File: src/rtl/merge_run_scheduler_if.sv
// Stream bundle for the two-way merge scheduler: two sorted input heads plus one output slot.
// The master side drives the input heads and out_ready; the slave side is the scheduler itself.
interface merge_run_scheduler_if #(
    parameter int DW    = 32,
    parameter int CNT_W = 16
);
    logic             a_valid;
    logic [DW-1:0]    a_data;
    logic             a_last;
    logic             a_ready;

    logic             b_valid;
    logic [DW-1:0]    b_data;
    logic             b_last;
    logic             b_ready;

    logic             valid;
    logic [DW-1:0]    data;
    logic             last;
    logic             out_ready;
    logic             stall;
    logic             switch_output;
    logic [CNT_W-1:0] runs_done;

    modport master (
        output a_valid, a_data, a_last,
        input  a_ready,
        output b_valid, b_data, b_last,
        input  b_ready,
        input  valid, data, last,
        output out_ready,
        input  stall, switch_output, runs_done
    );

    modport slave (
        input  a_valid, a_data, a_last,
        output a_ready,
        input  b_valid, b_data, b_last,
        output b_ready,
        output valid, data, last,
        input  out_ready,
        output stall, switch_output, runs_done
    );
endinterface

File: src/rtl/merge_run_scheduler.sv
// Two-way merge scheduler: dequeues the smaller of two sorted heads each cycle into one registered
// output slot, drains the surviving run once the other ends, and marks/counts merged run ends.
module merge_run_scheduler #(
    parameter int DW    = 32,
    parameter int CNT_W = 16
) (
    input logic                  i_clk,
    input logic                  i_rst_n,
    merge_run_scheduler_if.slave bus
);
    typedef enum logic [1:0] {
        MERGE   = 2'd0,
        DRAIN_A = 2'd1,
        DRAIN_B = 2'd2
    } state_t;

    state_t           state;
    logic             valid_q;
    logic [DW-1:0]    data_q;
    logic             last_q;
    logic             switch_q;
    logic [CNT_W-1:0] runs_q;

    logic             load;
    logic             a_take;
    logic             b_take;
    logic             take;
    logic [DW-1:0]    take_data;
    logic             take_last;
    logic             xfer_last;

    always_comb begin
        // NOTE: every signal written here gets a default first, so no path can infer a latch.
        load      = ~valid_q | bus.out_ready;
        a_take    = 1'b0;
        b_take    = 1'b0;
        if (i_rst_n && load) begin
            case (state)
                MERGE: begin
                    // Only merge with both heads present; ties go to A.
                    if (bus.a_valid && bus.b_valid) begin
                        a_take = (bus.a_data <= bus.b_data);
                        b_take = ~(bus.a_data <= bus.b_data);
                    end
                end
                DRAIN_A: a_take = bus.a_valid;
                DRAIN_B: b_take = bus.b_valid;
                default: ;
            endcase
        end
        take      = a_take | b_take;
        take_data = a_take ? bus.a_data : bus.b_data;
        take_last = a_take ? bus.a_last : bus.b_last;
    end

    assign xfer_last = valid_q & bus.out_ready & last_q;

    always_ff @(posedge i_clk or negedge i_rst_n) begin
        if (!i_rst_n) begin
            state    <= MERGE;
            valid_q  <= 1'b0;
            data_q   <= '0;
            last_q   <= 1'b0;
            switch_q <= 1'b0;
            runs_q   <= '0;
        end else begin
            // NOTE: registered state uses non-blocking assignments so every read sees pre-edge values.
            switch_q <= xfer_last;
            if (xfer_last) begin
                runs_q <= runs_q + CNT_W'(1);
            end

            if (load) begin
                valid_q <= take;
                if (take) begin
                    data_q <= take_data;
                    // The merged run only ends on the last tuple of the draining side.
                    last_q <= (state != MERGE) & take_last;
                end
            end

            if (take && take_last) begin
                case (state)
                    MERGE:   state <= a_take ? DRAIN_B : DRAIN_A;
                    default: state <= MERGE;
                endcase
            end
        end
    end

    assign bus.a_ready       = a_take;
    assign bus.b_ready       = b_take;
    assign bus.valid         = valid_q;
    assign bus.data          = data_q;
    assign bus.last          = last_q;
    assign bus.stall         = i_rst_n & valid_q & ~bus.out_ready;
    assign bus.switch_output = switch_q;
    assign bus.runs_done     = runs_q;
endmodule

File: src/flat_wrapper.sv
// flat-port wrapper written by rule: the top's interface ports become plain ports
module merge_run_scheduler_flat 
#(
    parameter int DW    = 32,
    parameter int CNT_W = 16
)
  (i_clk, i_rst_n, bus_a_valid, bus_a_data, bus_a_last, bus_a_ready, bus_b_valid, bus_b_data, bus_b_last, bus_b_ready, bus_valid, bus_data, bus_last, bus_out_ready, bus_stall, bus_switch_output, bus_runs_done);
  merge_run_scheduler_if #(.DW(DW), .CNT_W(CNT_W)) bus_i ();
  input logic i_clk;
  input logic i_rst_n;
  input wire logic [$bits(bus_i.a_valid)-1:0] bus_a_valid;
  input wire logic [$bits(bus_i.a_data)-1:0] bus_a_data;
  input wire logic [$bits(bus_i.a_last)-1:0] bus_a_last;
  output wire logic [$bits(bus_i.a_ready)-1:0] bus_a_ready;
  input wire logic [$bits(bus_i.b_valid)-1:0] bus_b_valid;
  input wire logic [$bits(bus_i.b_data)-1:0] bus_b_data;
  input wire logic [$bits(bus_i.b_last)-1:0] bus_b_last;
  output wire logic [$bits(bus_i.b_ready)-1:0] bus_b_ready;
  output wire logic [$bits(bus_i.valid)-1:0] bus_valid;
  output wire logic [$bits(bus_i.data)-1:0] bus_data;
  output wire logic [$bits(bus_i.last)-1:0] bus_last;
  input wire logic [$bits(bus_i.out_ready)-1:0] bus_out_ready;
  output wire logic [$bits(bus_i.stall)-1:0] bus_stall;
  output wire logic [$bits(bus_i.switch_output)-1:0] bus_switch_output;
  output wire logic [$bits(bus_i.runs_done)-1:0] bus_runs_done;
  assign bus_i.a_valid = bus_a_valid;
  assign bus_i.a_data = bus_a_data;
  assign bus_i.a_last = bus_a_last;
  assign bus_a_ready = bus_i.a_ready;
  assign bus_i.b_valid = bus_b_valid;
  assign bus_i.b_data = bus_b_data;
  assign bus_i.b_last = bus_b_last;
  assign bus_b_ready = bus_i.b_ready;
  assign bus_valid = bus_i.valid;
  assign bus_data = bus_i.data;
  assign bus_last = bus_i.last;
  assign bus_i.out_ready = bus_out_ready;
  assign bus_stall = bus_i.stall;
  assign bus_switch_output = bus_i.switch_output;
  assign bus_runs_done = bus_i.runs_done;
  merge_run_scheduler #(.DW(DW), .CNT_W(CNT_W)) u_core (.i_clk(i_clk), .i_rst_n(i_rst_n), .bus(bus_i));
endmodule
File: config.mk
export PLATFORM = sky130hd
export DESIGN_NAME = merge_run_scheduler_flat
export DESIGN_NICKNAME = d
export VERILOG_FILES = /design/src/rtl/merge_run_scheduler_if.sv /design/src/rtl/merge_run_scheduler.sv /design/src/flat_wrapper.sv
export SDC_FILE = /design/constraint.sdc
export NUM_CORES = 1
export LEC_CHECK = 0
export CORE_MARGIN = 1
export CORE_UTILIZATION = 45
export CTS_CLUSTER_DIAMETER = 50
export DETAILED_ROUTE_END_ITERATION = 7
export PLACE_DENSITY = 0.9
export SYNTH_ARGS = -nofsm -noshare
export SYNTH_HDL_FRONTEND = slang
export SYNTH_SLANG_ARGS = --single-unit
File: constraint.sdc
create_clock -name i_clk -period 3.6 [get_ports i_clk]
set_clock_uncertainty 0.05 [all_clocks]
set_input_delay 0.54 -clock i_clk [delete_from_list [all_inputs] [get_ports i_clk]]
set_output_delay 0.54 -clock i_clk [all_outputs]
set_load 0.1 [all_outputs]
Word level (Yosys, flattened, before mapping) --
Index checks and enable logic that the tools add are counted.
Cells by class: $add $sub $neg 1, order comparisons 1, eq/ne operators 2, muxes and demuxes 10, bitwise operators 10, reductions and logical operators 6
Operators by type and width (count):
- $le A32 B32 Y1 | 1
- $mux W32 | 1
- $add A16 B1 Y16 const B | 1
- $and A1 B1 Y1 | 5
- $mux W1 | 5
- $mux W2 | 2
- $pmux W1 S2 | 2
- $logic_and A1 B1 Y1 | 3
- $not A1 Y1 | 3
- $eq A2 B1 Y1 const B | 1
- $eq A2 B2 Y1 const B | 1
- $logic_not A2 Y1 | 1
- $or A1 B1 Y1 | 2
- $reduce_and A2 Y1 | 1
- $reduce_bool A2 Y1 | 1
Word-level totals: flip-flop bits (word level) 53, bits of input ports 71

Longest topological paths before layout --
word-level depth 7, mapped depth 11

Worst setup path before layout --
Ideal clock, no wire load.
path type input to output, start in bus_b_data[30], end out bus_b_ready, data arrival time 5081 ps, data required time 3010 ps, path slack -2071 ps, cell stages on the path 9, buffers on the path 0, cells stage by stage inv_1 -> ha_1 -> and4_1 -> nand2_2 -> nor4_4 -> nor3b_2 -> a211o_1 -> a31oi_1 -> nor4b_1
On the way: cells in the longest elaborated chain, start to end 5
RTL lines:
- start, declared | line flat_wrapper.sv:16 | input wire logic [$bits(bus_i.b_data)-1:0] bus_b_data;
- $le A32 B32 Y1 | line merge_run_scheduler.sv:43 | b_take = ~(bus.a_data <= bus.b_data);
- $not A1 Y1 | line merge_run_scheduler.sv:43
- $mux W1 | line merge_run_scheduler.sv:41 | if (bus.a_valid && bus.b_valid) begin
- $pmux W1 S2 | line merge_run_scheduler.sv:38 | case (state)
- $mux W1 | line merge_run_scheduler.sv:37 | if (i_rst_n && load) begin
- end, declared | line flat_wrapper.sv:18 | output wire logic [$bits(bus_i.b_ready)-1:0] bus_b_ready;
Every way passes these cells.

Final worst setup path --
start in bus_b_data[31], end out bus_b_ready
The elaborated chain is that of the path after synthesis.

==> flow_summary.ini <==
[clock_network]
cts_hold_buffers = 0
clk_latency_ns = 0.30
cts.sinks = 53
cts_max_level = 2
cts_tree = yes
cts_made_buffers = 5
root_buffer = clkbuf_8
clk_pin_slew_ns = 0.10
cts.path.max_buffers = 2

[yosys]
synth_top_family_by_area = compound AO/OA/AOI/OAI gates
synth_top_area_share = 0.385
synth_edf_count = 0
ys_warn_count = 0
synth-seq-area-share = 0.385
synth.area.top_cells = dfrtp_1 (38%), o311ai_2 (12%), ha_1 (12%)
syn_nets = 458
synthXorXnorAreaFrac = 0.0381
yosysTopAreaCell = dfrtp_1
synthAdderAreaFrac = 0.120
synth-async-reset-ratio = 1.00
synth_simple_gate_area_share = 0.137
ys_dominant_reg_cell = dfrtp_1
synth_seq_cells = 53
ys_types = 40
netlist_area_um2 = 3450
muxShareOfSynthArea = 0.00617
syn_inst = 354
syn_area_per_cell_um2 = 9.74
synth_compound_area_frac = 0.245

[min_path]
hold_class = primary input to async pin

[critical_path]
cp.required_ns = 3.01
critPathLaunchType = primary input
cp-end-kind = primary output
slowest_delay_ns = 0.47
path_cells = clkdlybuf4s50_1 > inv_2 > ha_4 > and4_4 > nand2_4 > nor4_4 > nor3b_4 > a211o_1 > a31oi_4 > nor4b_4 > buf_12
critical_path_peak_fanout = 2
arrival_ns = 2.94
critPathKind = primary input to primary output
crit_path_top_delay_cell = clkdlybuf4s50_1
path_buf_inv = 3
cp_top_family = simple AND/OR/NAND/NOR gates

[drt]
vias = 3244
wl_per_cell_um = 16.5
drt_pass1_iterations = 4
via_per_inst = 5.58
drt_wl_total_um = 9570
postRouteAntennaNets = 0
drtIter0Drc = 119
drc_errors = 0

[placed_design]
post-place-cells = 567
dpl_cell_area_um2 = 4830
gp_congestion = 0.790
port_buffers = 124
hpwlAfterDp_um = 6940

[layout]
fin_cells = 581
nets = 585
seqCellArea_um2 = 1330
syn_to_final_growth_pct = 49.5
fillCellCount = 536
design_area_um2 = 5160
final_layout_size_suffix_gt1_frac = 0.180
diodes = 0
final_util = 0.703
multi_input_area_um2 = 2090

[sta]
fin_crit_sh = 0.982
drv_slew = 0
finalHoldViolations = 0
period_minus_slack_ns = 3.53
setup-violations-final = 0
rsz0062_at_grt = true
slew_headroom = 0.325
max_slew.worst_pin.slew_ns = 1.01
clock.fmax_mhz = 283

[power_and_ir_drop]
pwr-share-comb = 0.688
powerDensity_nw_per_um2 = 828
power.leakage_nw = 2.26
clockPowerShare = 0.082
power_w = 0.00427
p_seq_frac = 0.230
p_int_w = 0.00173
switching_share = 0.595
switching_power_w = 0.00254
vdd.ir_drop.worst_uv = 460

[global_routing]
gr-usage-all-layers = 0.236
top_usage_layer = met2
grt_max_degree = 55
grt_use_met3 = 0.0332
grt_pass1_vias = 3065
grt_overflow_total = 0
met1_usage = 0.305
grt_pass1_wl_um = 14600
use_met2 = 0.417
antenna_found_initial = 0

[die]
core-area_um2 = 7330
die-area_um2 = 8020
die_x_um = 89.5
ios = 125
die_h_um = 89.5
initial_core_util = 0.470
rows = 31

[job]
max_cap_violations = 0

[run_status]
status = complete, no violations
## layout by cell type, fill, tap and decap left out, types with 2 or more instances in the layout
cell / netlist / final
clkdlybuf4s50_1: 0 / 117
nand2_1: 56 / 55
dfrtp_1: 53 / 53
o21ai_0: 42 / 38
inv_1: 38 / 30
o311ai_2: 26 / 26
ha_1: 33 / 24
a21oi_1: 14 / 14
buf_4: 0 / 14
xnor2_1: 10 / 10
ha_4: 0 / 9
inv_2: 0 / 8
nor2_1: 8 / 8
nand4_1: 7 / 7
nand3_1: 7 / 7
xor2_1: 5 / 5
clkbuf_8: 0 / 5
o311ai_1: 4 / 4
dlymetal6s2s_1: 0 / 3
buf_12: 0 / 3
and4_4: 0 / 2
nor4_4: 1 / 2
o21ai_1: 0 / 2
a211o_1: 2 / 2
a221oi_2: 0 / 2
o21ai_2: 0 / 2
and4_1: 4 / 2
and3_1: 2 / 2
o211ai_1: 2 / 2
## power by group through the flow
stage | combinational, W | sequential, W | clock [W]
detailed placement | 0.00290 | 0.000984 | 0
CTS | 0.00290 | 0.000975 | 0.000350
global route | 0.00306 | 0.00101 | 0.000384
finish | 0.00294 | 0.000982 | 0.000350
global placement | 0.00285 | 0.000975 | 0
floorplan | 0.000655 | 0.00251 | 0
## kinds of logic (layout without fill, tap and decap cells)
family / count (synthesis) / after routing
muxes: 2 / 2
adders and majority gates: 33 / 33
buffers and inverters: 56 / 184
xor gates and xnor gates: 15 / 15
DFF: 53 / 53
AOI/OAI and AO/OA: 98 / 98
and+or+nand+nor: 97 / 97
## worst reg2reg max path: cells and delay by family (launching register included)
family                 cells  cell delay [ns]
AND/OR/NAND/NOR            5             1.21
buffers and inverters      2             0.40
flip-flops                 1             0.40
AO/OA/AOI/OAI              2             0.50
## cell usage after synthesis, types with 2 or more instances
library cell	instances
xor2_1	5
ha_1	33
and4_1	4
a211o_1	2
nand2_1	56
a221oi_1	2
dfrtp_1	53
o21ai_0	42
a21oi_1	14
and3_1	2
xnor2_1	10
nand3_1	7
or3_1	2
inv_1	38
buf_6	4
nor2_1	8
nand4_1	7
clkbuf_1	14
o211ai_1	2
o311ai_2	26
o311ai_1	4
## layer usage
layer / vias up / part of all wire
met2: 135 / 0.50
met1: 1570 / 0.43
met5: - / 0
met4: 0 / 0.015
li1: 1524 / -
met3: 15 / 0.054
## sequential cells by signal, indices dropped and copies added (netlist names)
name                      count
u_core.bus.switch_output      1
u_core.bus.runs_done         16
u_core.bus.data              32
u_core.state                  2
u_core.bus.valid              1
u_core.bus.last               1
## cell type report
type,instances,area share
multi-input cells,245,0.406
repair buffers,138,0.267
flip-flops and latches,53,0.257
inverters,38,0.0277
well taps,99,0.0240
clock buffers,5,0.0133
clock inverters,3,0.00413
## metrics by stage
step	TNS, ns	setup slack (ns)	hold slack (ns)
floorplan	0	0.0895	0.194
global placement	0	0.0578	0.407
detailed placement	0	0.0206	0.423
CTS	0	0.0160	0.382
global route	-0.0798	-0.0423	0.415
finish	0	0.0655	0.351
## final timing paths
kind	from	end	slack [ns]	cells after the start
worst min register to register	u_core.bus.runs_done[15]	u_core.bus.runs_done[15]	0.43	1
min in group i_clk	u_core.bus.runs_done[15]	u_core.bus.runs_done[15]	0.43	1
worst max-delay path	bus_b_data[31]	bus_b_ready	0.07	11
worst max register to register	u_core.bus.valid	u_core.bus.data[31]	0.92	9
max in group asynchronous	i_rst_n	u_core.bus.data[23]	2.68	2
worst min-delay path	i_rst_n	u_core.bus.data[21]	0.35	2
## what timing repair did
| action | 4_1_cts | 5_1_grt |
|---|---|---|
| hold endpoints to repair | 0 | 0 |
| setup buffers | 0 | 6 |
| endpoints found under the setup margin | 2 | 2 |
| resized for setup | 1 | 35 |
| pin swaps | 0 | 17 |
Power figures use the tool's default switching activity.
